==> src/rtl/prog_fetch_ctrl.sv <==
// Instruction-fetch sequencer for the picoMIPS program memory.
// Owns the fetch PC, registers fetched words into a valid/ready instruction
// register, applies absolute/relative branches with a one-bubble flush and
// supports halt/resume.
module prog_fetch_ctrl #(
    parameter int unsigned Psize = 5,
    parameter int unsigned Isize = 20,
    parameter int unsigned Csize = 8
) (
    input  logic             clk,
    input  logic             nReset,
    output logic [Psize-1:0] address,
    input  logic [Isize-1:0] I,
    output logic [Isize-1:0] ir,
    output logic             ir_valid,
    input  logic             ir_ready,
    output logic [Psize-1:0] pc,
    input  logic             br_abs,
    input  logic             br_rel,
    input  logic [Psize-1:0] br_target,
    input  logic             halt_req,
    input  logic             resume,
    output logic             halted,
    output logic [Csize-1:0] retired
);

    typedef enum logic {
        RUN  = 1'b0,
        HALT = 1'b1
    } state_t;

    state_t           state;
    state_t           state_next;
    logic             accept;
    logic             take_branch;
    logic             load;
    logic [Psize-1:0] target;

    // Next-state logic: halt_req wins over resume.
    always_comb begin
        state_next = state;
        case (state)
            RUN:     if (halt_req) state_next = HALT;
            HALT:    if (resume && !halt_req) state_next = RUN;
            default: state_next = RUN;
        endcase
    end

    // State register; halted mirrors the registered state.
    always_ff @(posedge clk or negedge nReset) begin
        if (!nReset) begin
            state  <= RUN;
            halted <= 1'b0;
        end else begin
            state  <= state_next;
            halted <= (state_next == HALT);
        end
    end

    // Handshake, branch target and load qualification.
    always_comb begin
        accept      = 1'b0;
        take_branch = 1'b0;
        load        = 1'b0;
        target      = br_target;
        accept      = ir_valid && ir_ready;
        take_branch = accept && (br_abs || br_rel);
        if (!br_abs) begin
            // Offset wraps modulo the address space, so sign extension is implicit.
            target = pc + Psize'(1) + br_target;
        end
        load = (state == RUN) && (!ir_valid || ir_ready) && !take_branch;
    end

    // Fetch PC and instruction register; a taken branch discards the word at the old fpc.
    always_ff @(posedge clk or negedge nReset) begin
        if (!nReset) begin
            address  <= '0;
            ir       <= '0;
            pc       <= '0;
            ir_valid <= 1'b0;
        end else if (take_branch) begin
            address  <= target;
            ir_valid <= 1'b0;
        end else if (load) begin
            ir       <= I;
            pc       <= address;
            ir_valid <= 1'b1;
            address  <= address + Psize'(1);
        end else if (accept) begin
            ir_valid <= 1'b0;
        end
    end

    // Saturating count of accepted instructions.
    always_ff @(posedge clk or negedge nReset) begin
        if (!nReset) begin
            retired <= '0;
        end else if (accept && (retired != {Csize{1'b1}})) begin
            retired <= retired + Csize'(1);
        end
    end

endmodule
==> config.mk <==
export PLATFORM = sky130hd
export DESIGN_NAME = prog_fetch_ctrl
export DESIGN_NICKNAME = d
export VERILOG_FILES = /design/src/rtl/prog_fetch_ctrl.sv
export SDC_FILE = /design/constraint.sdc
export NUM_CORES = 1
export LEC_CHECK = 0
export ABC_AREA = 1
export BUFFER_PORTS_ARGS = -buffer_cell sky130_fd_sc_hd__buf_2
export CAP_MARGIN = 20
export CORE_MARGIN = 3
export CORE_UTILIZATION = 25
export CTS_CLUSTER_SIZE = 25
export DETAILED_ROUTE_END_ITERATION = 12
export MAX_ROUTING_LAYER = met4
export SETUP_SLACK_MARGIN = 0.05
export SLEW_MARGIN = 10
export SYNTH_ARGS = -nofsm -noshare
export SYNTH_HDL_FRONTEND = slang
export SYNTH_SLANG_ARGS = --single-unit
==> constraint.sdc <==
create_clock -name clk -period 2.9 [get_ports clk]
set_input_delay 0.29 -clock clk [delete_from_list [all_inputs] [get_ports clk]]
set_output_delay 0.29 -clock clk [all_outputs]
set_load 0.05 [all_outputs]
==> results by group, run 1 <==
Timing
  – Setup tns final: 0 ns
  – Max-slew headroom: approximately two fifths
  – Final Slew Violations: 0
  – Final setup violation count: 0
  – Skew final: 0.00748 ns
  – Final hold vios: 0
  – Tmin final: 1.61 ns
  – Hold WS: about 0.12 ns
  – Slew @ Worst Pin: about 0.9 ns
  – Max Clock Freq: about 620 MHz
  – Final Cycle Share: a little under three fifths
  – RSZ-0062 raised after global routing: false

Global routing
  – Vias in the first global route: roughly 1600
  – Global-route wire length before repair: approximately 7600 um
  – Initial antenna violation count: 0
  – Overall Global Routing Usage: 11.1%
  – Total grt overflow: 0
  – Met1 usage: roughly 14%
  – Largest net degree at the start of global routing: 41
  – Most Used Layer, Global Route: met2
  – Routing usage on met2: between 15 and 20%
  – GR Util met3: just under 3%

Placed design
  – Placed cells: roughly 400
  – IO Port Bufs: ~70
  – Detail Placement HPWL: around 3400 um
  – GP Congestion: 0.760

Die
  – DIE HEIGHT: approximately 94 um
  – Core ar.: ~7400 um^2
  – Chip Width: about 94 um
  – Initial Utilization: roughly a quarter
  – Die area: around 8900 um^2
  – FP Rows: 31
  – # IOs: 72

Synthesis
  – Top post-synthesis cells by area: dfrtp_1, nand2_1, inv_1
  – Mapped cell area: about 1900 um^2
  – Cells after Synth: approximately 240
  – Top-area cell type share of the netlist area: 51.5%
  – Synth unique cells: 23
  – Synthesized flop and latch total: 40
  – Avg Cell Area, Syn: roughly 8.2 um^2
  – Sequential-to-total area share from yosys stat: 51.5%
  – Syn nets: between 200 and 300
  – Largest area contributor in the synthesized netlist: dfrtp_1
  – Yosys warns: 0

Drt
  – Detailed Routing Iterations Pass 1: 4
  – Drt total wl: 4570 um
  – Vias/cell: 4.16
  – Remaining antenna violation count after routing: 0
  – Vias: 1710
  – Drt wl/cell: around 11 um
  – DRC viols: 0
  – Drt initial violations: 70

Finish
  – Fill count: approximately 810
  – Most common cell after layout, fill and taps aside: nand2_1
  – Register area: ~1000 um^2
  – Commonest non-fill, non-tap cells in the layout: nand2_1, buf_2, dfrtp_1, inv_1, nor2_1
  – Final cell count without fillers: about 410
  – Fin util: ~34%
  – Fraction of layout cells with a size suffix above 1: between 20 and 30%
  – # nets final: 350
  – Area grow syn2layout: 29.4%
  – # diodes: 0
  – Area of the multi-input gates: 802 um^2

Worst setup path
  – Startpoint Class: flip-flop
  – Critical Path End Type: flip-flop
  – Crit Path Category: flip-flop to flip-flop
  – CP Max Fanout: 3
  – Crit path required time: about 3.1 ns
  – Worst Path Arrival: 1.82 ns

Clock tree
  – Post-CTS resize count: 0
  – Later-pin clock latency in the skew report: 0.29 ns
  – Setup repair bufs after CTS: 0
  – Max clock buf depth: 2
  – Worst-path clk slew: roughly 0.08 ns
  – Clk sinks: 40
  – CTS buffer count: 5
  – H-tree depth: 2
  – CTS tree: yes
  – Hold buffer count at cts: 0
  – CTS root buffer: clkbuf_8

Pwr
  – Peak VDD IR: slightly below 0.0004 V
  – Power Density: 1100 nW/um^2
  – P_leak: roughly 0.0014 uW

Hold path
  – Worst Hold Class: input port to async pin

Job
  – Max-capacitance violation count: 0

Run status
  – Status: finished clean
[registers in the layout, summed over array words and instances (netlist names)]
name	cells
pc	5
address	5
ir	20
ir_valid	1
state	1
retired	8
[cells by family after synthesis]
logic type,Yosys count,share of synthesized area (%)
xor gates and xnor gates,8,3.61
DFF,40,51.5
AOI/OAI and AO/OA,20,5.80
and+or+nand+nor,131,27.0
adders and majority gates,7,4.89
buffers and inverters,31,7.21
[metrics by stage]
stage          cell area, um^2  power (uW)  setup WS, ns
2_1_floorplan             1940        1950          1.05
3_3_place_gp              2390        2280          1.31
3_5_place_dp              2390        2290          1.30
4_1_cts                   2510        2800          1.29
5_1_grt                   2510        2960          1.11
6_report                  2510        2760          1.29
[final cells by class]
| class | count | area share, % |
|---|---|---|
| clock inverters | 1 | 1.19 |
| inverters | 26 | 3.88 |
| clock buffers | 7 | 3.83 |
| repair buffers | 72 | 14.4 |
| multi-input cells | 166 | 31.9 |
| well taps | 99 | 4.93 |
| flip-flops and latches | 40 | 39.8 |
[report_power, final]
group	switching, uW	internal [uW]
Sequential	166	742
Combinational	1020	341
Clock	193	304
[per-layer routing]
layer	routed length [um]	part of all wire (%)	vias to the layer above
li1	-	-	881
met1	2120	46	779
met2	2150	47	50
met3	304	6.6	0
met4	0	0	0
met5	0	0	-
[worst max-delay path, stage by stage, from the launching register on]
cell and delay (ns):
dfrtp_1 0.35, inv_1 0.06, ha_1 0.22, fa_1 0.42
inv_1 0.07, nand3_1 0.08, nand2_1 0.08, nand2_1 0.04
nand3_1 0.06, nand2_1 0.05, a21oi_1 0.11
[cell usage after synthesis]
cell / number
nand2_1: 101
dfrtp_1: 40
inv_1: 24
nor2_1: 14
nand3_1: 10
a21oi_1: 8
o21ai_0: 7
ha_1: 6
xnor2_1: 4
xor2_1: 4
nand2_2: 3
buf_4: 2
buf_6: 2
inv_2: 2
o211ai_1: 2
buf_2: 1
fa_1: 1
nor2_4: 1
nor3_1: 1
nor3b_1: 1
o21bai_1: 1
o221ai_1: 1
o22ai_1: 1
[final timing paths]
kind                       cells after the start  slack (ns)          to    from
min in group clk                               2        0.18       state  resume
hold reg to reg                                2        0.48      ir[14]  ir[14]
max in group asynchronous                      1        2.21  retired[4]  nReset
setup reg to reg                              10        1.29  address[4]   pc[0]
hold / removal                                 1        0.12      ir[18]  nReset
setup / recovery                              10        1.29  address[4]   pc[0]
No activity file was read; power rests on OpenSTA's default activity.
==> run 2, diff against run 1 <==
--- a/config.mk
+++ b/config.mk
@@ -5,7 +5,7 @@
 export SDC_FILE = /design/constraint.sdc
 export NUM_CORES = 1
 export LEC_CHECK = 0
-export ABC_AREA = 1
+export ABC_AREA = 0
 export BUFFER_PORTS_ARGS = -buffer_cell sky130_fd_sc_hd__buf_2
 export CAP_MARGIN = 20
 export CORE_MARGIN = 3
==> constraint.sdc (replaced) <==
create_clock -name clk -period 1.45 [get_ports clk]
set_input_delay 0.145 -clock clk [delete_from_list [all_inputs] [get_ports clk]]
set_output_delay 0.145 -clock clk [all_outputs]
set_load 0.05 [all_outputs]
==> run 2 against run 1 <==
Against the previous run: the run now ends with negative setup slack left; largest cell class unchanged; hold slack got worse by 0.088 ns; first-iteration DRC count decreased by 70%; routed wire length decreased by 1.8%; cell count decreased by 17%; critical path type unchanged; core utilization increased by 5.5 points; largest power group unchanged; sequential power increased by 98%; non-clock buffer count increased by 19.
==> results by group, run 2 <==
Global routing
  – Overall Global Routing Usage: approximately 11%
  – Largest net degree at the start of global routing: 25
  – Global-route wire length before repair: around 7100 um
  – Initial antenna violation count: 0
  – Total grt overflow: 0
  – Vias in the first global route: 1504

Clock tree
  – Worst-path clk slew: roughly 0.080 ns
  – Later-pin clock latency in the skew report: 0.29 ns
  – CTS buffer count: 5
  – Max clock buf depth: 2
  – Clk sinks: 40
  – CTS tree: yes
  – H-tree depth: 2
  – CTS root buffer: clkbuf_8

Timing
  – Hold WS: roughly 0.035 ns
  – Setup tns final: -0.922 ns
  – Skew final: approximately 0.0044 ns
  – Final Slew Violations: 0
  – Final hold vios: 0
  – Max-slew headroom: 71.7%
  – Final setup violation count: 4
  – Final Cycle Share: 135%
  – Max Clock Freq: 511 MHz
  – Final setup margin: -0.506 ns
  – Tmin final: 1.96 ns
  – RSZ-0062 raised after global routing: true
  – Slew @ Worst Pin: 0.425 ns

Placed design
  – Detail Placement HPWL: about 3400 um
  – GP Congestion: roughly 0.7
  – IO Port Bufs: between 70 and 80
  – DP Area: 2640 um^2

Synthesis
  – Most common cell in the netlist: dfrtp_1
  – Predominant post-synthesis flop cell: dfrtp_1
  – Synth unique cells: 35
  – Top-area cell type share of the netlist area: roughly 53%
  – Yosys warns: 0
  – Mapped cell area: approximately 1900 um^2
  – Sequential-to-total area share from yosys stat: 53.5%
  – Asr flop ratio synth: between 90% and 100%
  – Synthesized flop and latch total: 40
  – Avg Cell Area, Syn: roughly 12 um^2
  – Most frequent cells after synthesis: dfrtp_1, mux2_1, nand2_1, nor2_1
  – Cells after Synth: around 150
  – Largest area contributor in the synthesized netlist: dfrtp_1
  – Post-synth EDFFs: 0
  – Syn nets: approximately 190
  – Top post-synthesis cells by area: dfrtp_1, mux2_1, ha_1

Pwr
  – Sw Share: a little under half
  – Comb power frac: between 50% and 60%
  – Tot Pwr: between 5000 and 6000 uW
  – Clock Power Share: between 10% and 20%
  – Int Power: 3000 uW
  – Peak VDD IR: 0.00111 V
  – Psw: 2650 uW
  – Sequential share of power: 31.8%
  – Power Density: 2040 nW/um^2
  – P_leak: approximately 0.0013 uW

Die
  – Initial Utilization: a little over a quarter
  – Chip Width: 92.5 um
  – Die area: 8560 um^2
  – DIE HEIGHT: about 93 um
  – FP Rows: 30
  – Core ar.: 7020 um^2
  – # IOs: between 70 and 80

Drt
  – Vias/cell: 4.31
  – Drt total wl: 4490 um
  – DRC viols: 0
  – Drt initial violations: 21
  – Vias: 1477
  – Remaining antenna violation count after routing: 0
  – Detailed Routing Iterations Pass 1: 2
  – Drt wl/cell: approximately 13 um

Worst setup path
  – Crit Path Category: flip-flop to flip-flop
  – CP Max Fanout: 2
  – Flop2flop setup slack: -0.51 ns
  – Crit path required time: 1.63 ns
  – Startpoint Class: flip-flop
  – Worst Path Arrival: between 2 and 2.5 ns
  – Launch point of the worst reg-to-reg path: pc[0]
  – R2r worst-path depth: 8
  – FF-to-FF End: address[4]
  – Critical Path End Type: flip-flop

Finish
  – Most common cell after layout, fill and taps aside: buf_2
  – # nets final: 285
  – Biggest register: ir
  – Max reg flops: 20
  – Fraction of layout cells with a size suffix above 1: between 60% and 70%
  – # diodes: 0
  – Final Cell Area: about 2800 um^2
  – Area grow syn2layout: 47.9%
  – Commonest non-fill, non-tap cells in the layout: buf_2, dfrtp_1, buf_4, mux2_4, dfrtp_2
  – Fill count: about 700
  – Top Registers: ir (20), retired (8)

Hold path
  – Hold Path Sink: state
  – Worst hold start: halt_req
  – Hold depth: 2
  – Worst Hold Class: input port to flip-flop

Job
  – Max-capacitance violation count: 0

Run status
  – Failing checks: negative setup slack
  – Status: finished, violations left
run 2: cell count changes in the layout (fill, tap and decap cells not counted), moves of 13 or more:
cell,delta
buf_4,+16
dfrtp_1,-13
dfrtp_2,+13
inv_1,-19
mux2_4,+16
nand2_1,-93
run 2: how the worst max path moves through the flow:
stage                      from    endpoint  slack, ns  depth (start not counted)
after detailed placement  pc[0]  address[4]      -0.51                          8
after global placement    pc[0]  address[4]      -0.48                          8
after global routing      pc[0]  address[4]      -0.58                          8
final                     pc[0]  address[4]      -0.51                          8
after floorplan           pc[0]  address[4]      -0.60                          8
after CTS                 pc[0]  address[4]      -0.51                          8
run 2: cell type report:
class	count	area [um^2]	share of cell area (%)
Tap cell	96	120	4.34
Sequential cell	40	1020	36.7
Clock buffer	8	90.1	3.25
Multi-Input combinational cell	102	986	35.6
Timing Repair Buffer	91	533	19.2
Inverter	6	22.5	0.813
run 2: per-layer routing:
metal / up-vias / GRT usage (%) / wire length (um)
met5: - / - / 0
met2: 52 / 17.5 / 2080
met1: 702 / 13.4 / 2040
li1: 718 / - / -
met3: 5 / 3.74 / 318
met4: 0 / 2.97 / 44
run 2: timing repair:
action | in CTS | in global routing
endpoints found under the setup margin | 4 | 5
gates cloned | 0 | 0
hold buffers | 1 | 0
setup buffers | 0 | 1
pin swaps | 1 | 4
resized for setup | 0 | 6
hold endpoints to repair | 16 | 0
run 2: cell families after synthesis:
kind of cell,after synthesis,synth area share [%]
simple gates,40,11.8
flops,40,53.5
mux,27,16.1
compound gates,18,6.69
xor+xnor,10,4.68
buf+inv,10,2.21
fa+ha+maj,7,5.08
run 2: per-stage QoR:
stage / utilization (%) / worst slack [ns] / cells
3_3_place_gp: 37.6 / -0.479 / 333
2_1_floorplan: - / -0.598 / 152
3_5_place_dp: 37.6 / -0.509 / 333
4_1_cts: 39.0 / -0.505 / 342
5_1_grt: 39.4 / -0.575 / 343
6_report: 39.4 / -0.506 / 343
run 2: critical path, cell delays in order, from the launching register on:
cell and delay (ns):
dfrtp_2 0.40, inv_2 0.07, ha_4 0.14, fa_2 0.23, nor2b_4 0.05, or3_4 0.32, and3_4 0.18, o31a_1 0.23
o31a_1 0.23
run 2: power groups by stage:
stage	Combinational (uW)	Clock [uW]	Sequential [uW]
3_3_place_gp	3030	0	1800
3_5_place_dp	3060	0	1820
2_1_floorplan	958	0	3070
4_1_cts	3070	803	1810
6_report	3090	764	1800
5_1_grt	3290	848	1860
==> run 3, diff against run 2 <==
--- a/config.mk
+++ b/config.mk
@@ -13,6 +13,8 @@
 export CTS_CLUSTER_SIZE = 25
 export DETAILED_ROUTE_END_ITERATION = 12
 export MAX_ROUTING_LAYER = met4
+export PLACE_DENSITY = 0.54
+export RECOVER_POWER = 100
 export SETUP_SLACK_MARGIN = 0.05
 export SLEW_MARGIN = 10
 export SYNTH_ARGS = -nofsm -noshare
==> run 3 against run 2 <==
Against the previous run: sequential share of layout area increased by 0.48 points; die area unchanged; non-clock buffer count increased by 2; highest routed layer unchanged; global-route usage increased by 0.12 points; critical path depth unchanged; the run still ends with negative setup slack left; critical path type unchanged; register-to-register slack about the same; first-iteration DRC count increased by 14%; maximum frequency about the same; via count decreased by 1.2%; sequential power decreased by 2%; combinational power about the same; clock skew increased by 0.0076 ns.
==> results by group, run 3 (synthesis gave the netlist of run 2 again) <==
Clock tree
  – H-tree depth: 2
  – CTS tree: yes
  – CTS buffer count: 5
  – Later-pin clock latency in the skew report: 0.29 ns
  – Worst-path clk slew: roughly 0.080 ns
  – Clk sinks: 40
  – CTS root buffer: clkbuf_8
  – Max clock buf depth: 2

Die
  – Core ar.: 7020 um^2
  – Die area: between 8000 and 9000 um^2
  – # IOs: between 70 and 80
  – FP Rows: 30
  – DIE HEIGHT: roughly 93 um
  – Initial Utilization: a little over a quarter
  – Chip Width: between 90 and 100 um

Pwr
  – Power Density: a little over 2000 nW/um^2
  – Clock Power Share: between 10% and 20%
  – Peak VDD IR: about 0.00097 V
  – Sw Share: a little under half
  – Comb power frac: between 50% and 60%
  – Tot Pwr: approximately 5600 uW
  – Psw: about 2600 uW
  – P_leak: around 0.0013 uW
  – Int Power: 2940 uW
  – Sequential share of power: a little under a third

Global routing
  – Largest net degree at the start of global routing: 41
  – Initial antenna violation count: 0
  – Total grt overflow: 0
  – Vias in the first global route: 1486
  – Global-route wire length before repair: between 7000 and 8000 um
  – Overall Global Routing Usage: 11.1%

Worst setup path
  – Worst path slowest cell: dfrtp_2
  – Crit Path Category: flip-flop to flip-flop
  – CP max stage delay: roughly 0.41 ns
  – Levels on crit path: 8
  – CP dominant cell by count: o31a_1
  – Critical Path End Type: flip-flop
  – CP Max Fanout: 2
  – Critical path's top delay family: simple AND/OR/NAND/NOR gates
  – R2r worst-path depth: 8
  – Buf/Inv on CP: 1
  – Crit-path cells: inv_2, ha_4, fa_2, nor2b_4, or3_4, and3_4, o31a_1, o31a_1
  – Worst Path Arrival: 2.13 ns
  – Crit path required time: approximately 1.6 ns
  – Startpoint Class: flip-flop

Finish
  – Biggest register: ir
  – Max reg flops: 20
  – Fin util: 38.9%
  – Most common cell after layout, fill and taps aside: buf_2
  – Commonest non-fill, non-tap cells in the layout: buf_2, dfrtp_1, buf_4, mux2_4, clkbuf_1
  – Area grow syn2layout: 45.9%
  – Top Registers: ir (20), retired (8)
  – Final cell count without fillers: 345
  – # nets final: around 290
  – Fraction of layout cells with a size suffix above 1: about 54%
  – Fill count: about 720
  – # diodes: 0

Timing
  – Final Cycle Share: 135%
  – Final setup violation count: 4
  – Slew @ Worst Pin: between 0.9 and 1 ns
  – Final setup margin: -0.507 ns
  – Final Slew Violations: 0
  – Max-slew headroom: 38.8%
  – RSZ-0062 raised after global routing: true
  – Max Clock Freq: approximately 510 MHz
  – Final hold vios: 0
  – Skew final: roughly 0.012 ns
  – Tmin final: 1.96 ns
  – Setup tns final: -0.714 ns
  – Hold WS: around 0.023 ns

Placed design
  – GP Congestion: between 0.7 and 0.8
  – IO Port Bufs: 71
  – Detail Placement HPWL: between 3000 and 4000 um
  – Placed cells: about 330

Hold path
  – Hold depth: 2
  – Worst Hold Class: input port to flip-flop

Drt
  – Remaining antenna violation count after routing: 0
  – Drt wl/cell: between 10 and 15 um
  – Detailed Routing Iterations Pass 1: 4
  – Vias/cell: approximately 4.2
  – Vias: ~1500
  – Drt initial violations: 24
  – Drt total wl: about 4300 um
  – DRC viols: 0

Run status
  – Status: finished, violations left
  – Failing checks: negative setup slack

Job
  – Max-capacitance violation count: 0
==> run 3: cell count changes in the layout (fill, tap and decap cells not counted), sizes merged <==
cell	previous run	this run
buf	90	79
clkbuf	8	20
clkinv	0	1
==> run 3: timing repair <==
item,4_1_cts,5_1_grt
setup buffers,1,1
gates resized for setup,2,1
pin swaps,3,2
hold buffers,1,0
endpoints found under the hold margin,40,0
endpoints found under the setup margin,4,5
==> run 3: per-layer routing <==
| layer | wire (um) | up-vias | track usage (%) |
|---|---|---|---|
| met3 | 218 | 4 | 2.76 |
| met5 | 0 | - | - |
| li1 | - | 717 | - |
| met2 | 2110 | 40 | 17.9 |
| met4 | 44 | 0 | 3.71 |
| met1 | 1960 | 699 | 13.7 |
==> run 3: per-stage QoR <==
step	setup slack (ns)	cell area (um^2)
CTS	-0.508	2750
floorplan	-0.598	2040
finish	-0.507	2730
global placement	-0.471	2640
global route	-0.571	2730
detailed placement	-0.501	2640
==> run 3: path summary, 6_finish.rpt <==
path | startpoint | endpoint | slack, ns
min in group asynchronous | nReset | ir[4] | 0.63
min | halt_req | state | 0.02
max reg2reg | pc[0] | address[4] | -0.51
max | pc[0] | address[4] | -0.51
max in group asynchronous | nReset | retired[0] | 0.18
min reg2reg | retired[4] | retired[4] | 0.48
==> run 3: worst register-to-register path, delay by kind of cell (launching register included) <==
family | cells | cell delay [ns]
flip-flops | 1 | 0.41
AND/OR/NAND/NOR | 3 | 0.55
AO/OA/AOI/OAI | 2 | 0.47
buffers and inverters | 1 | 0.07
adder cells (fa/ha/maj) | 2 | 0.35
==> run 3: cell type report <==
type / count / area, um^2 / share of cell area (%)
sequential: 40 / 1020 / 37.2
multi-input combinational: 102 / 973 / 35.7
timing repair buffer: 93 / 517 / 18.9
tap: 96 / 120 / 4.40
clock buffer: 7 / 76.3 / 2.80
inverter: 6 / 22.5 / 0.825
clock inverter: 1 / 5.00 / 0.183
==> run 3: power by group through the flow <==
stage	Combinational (uW)	Sequential, uW	Clock [uW]
2_1_floorplan	958	3070	0
4_1_cts	3140	1770	758
3_3_place_gp	3090	1780	0
3_5_place_dp	3090	1790	0
5_1_grt	3290	1820	815
6_report	3080	1760	707
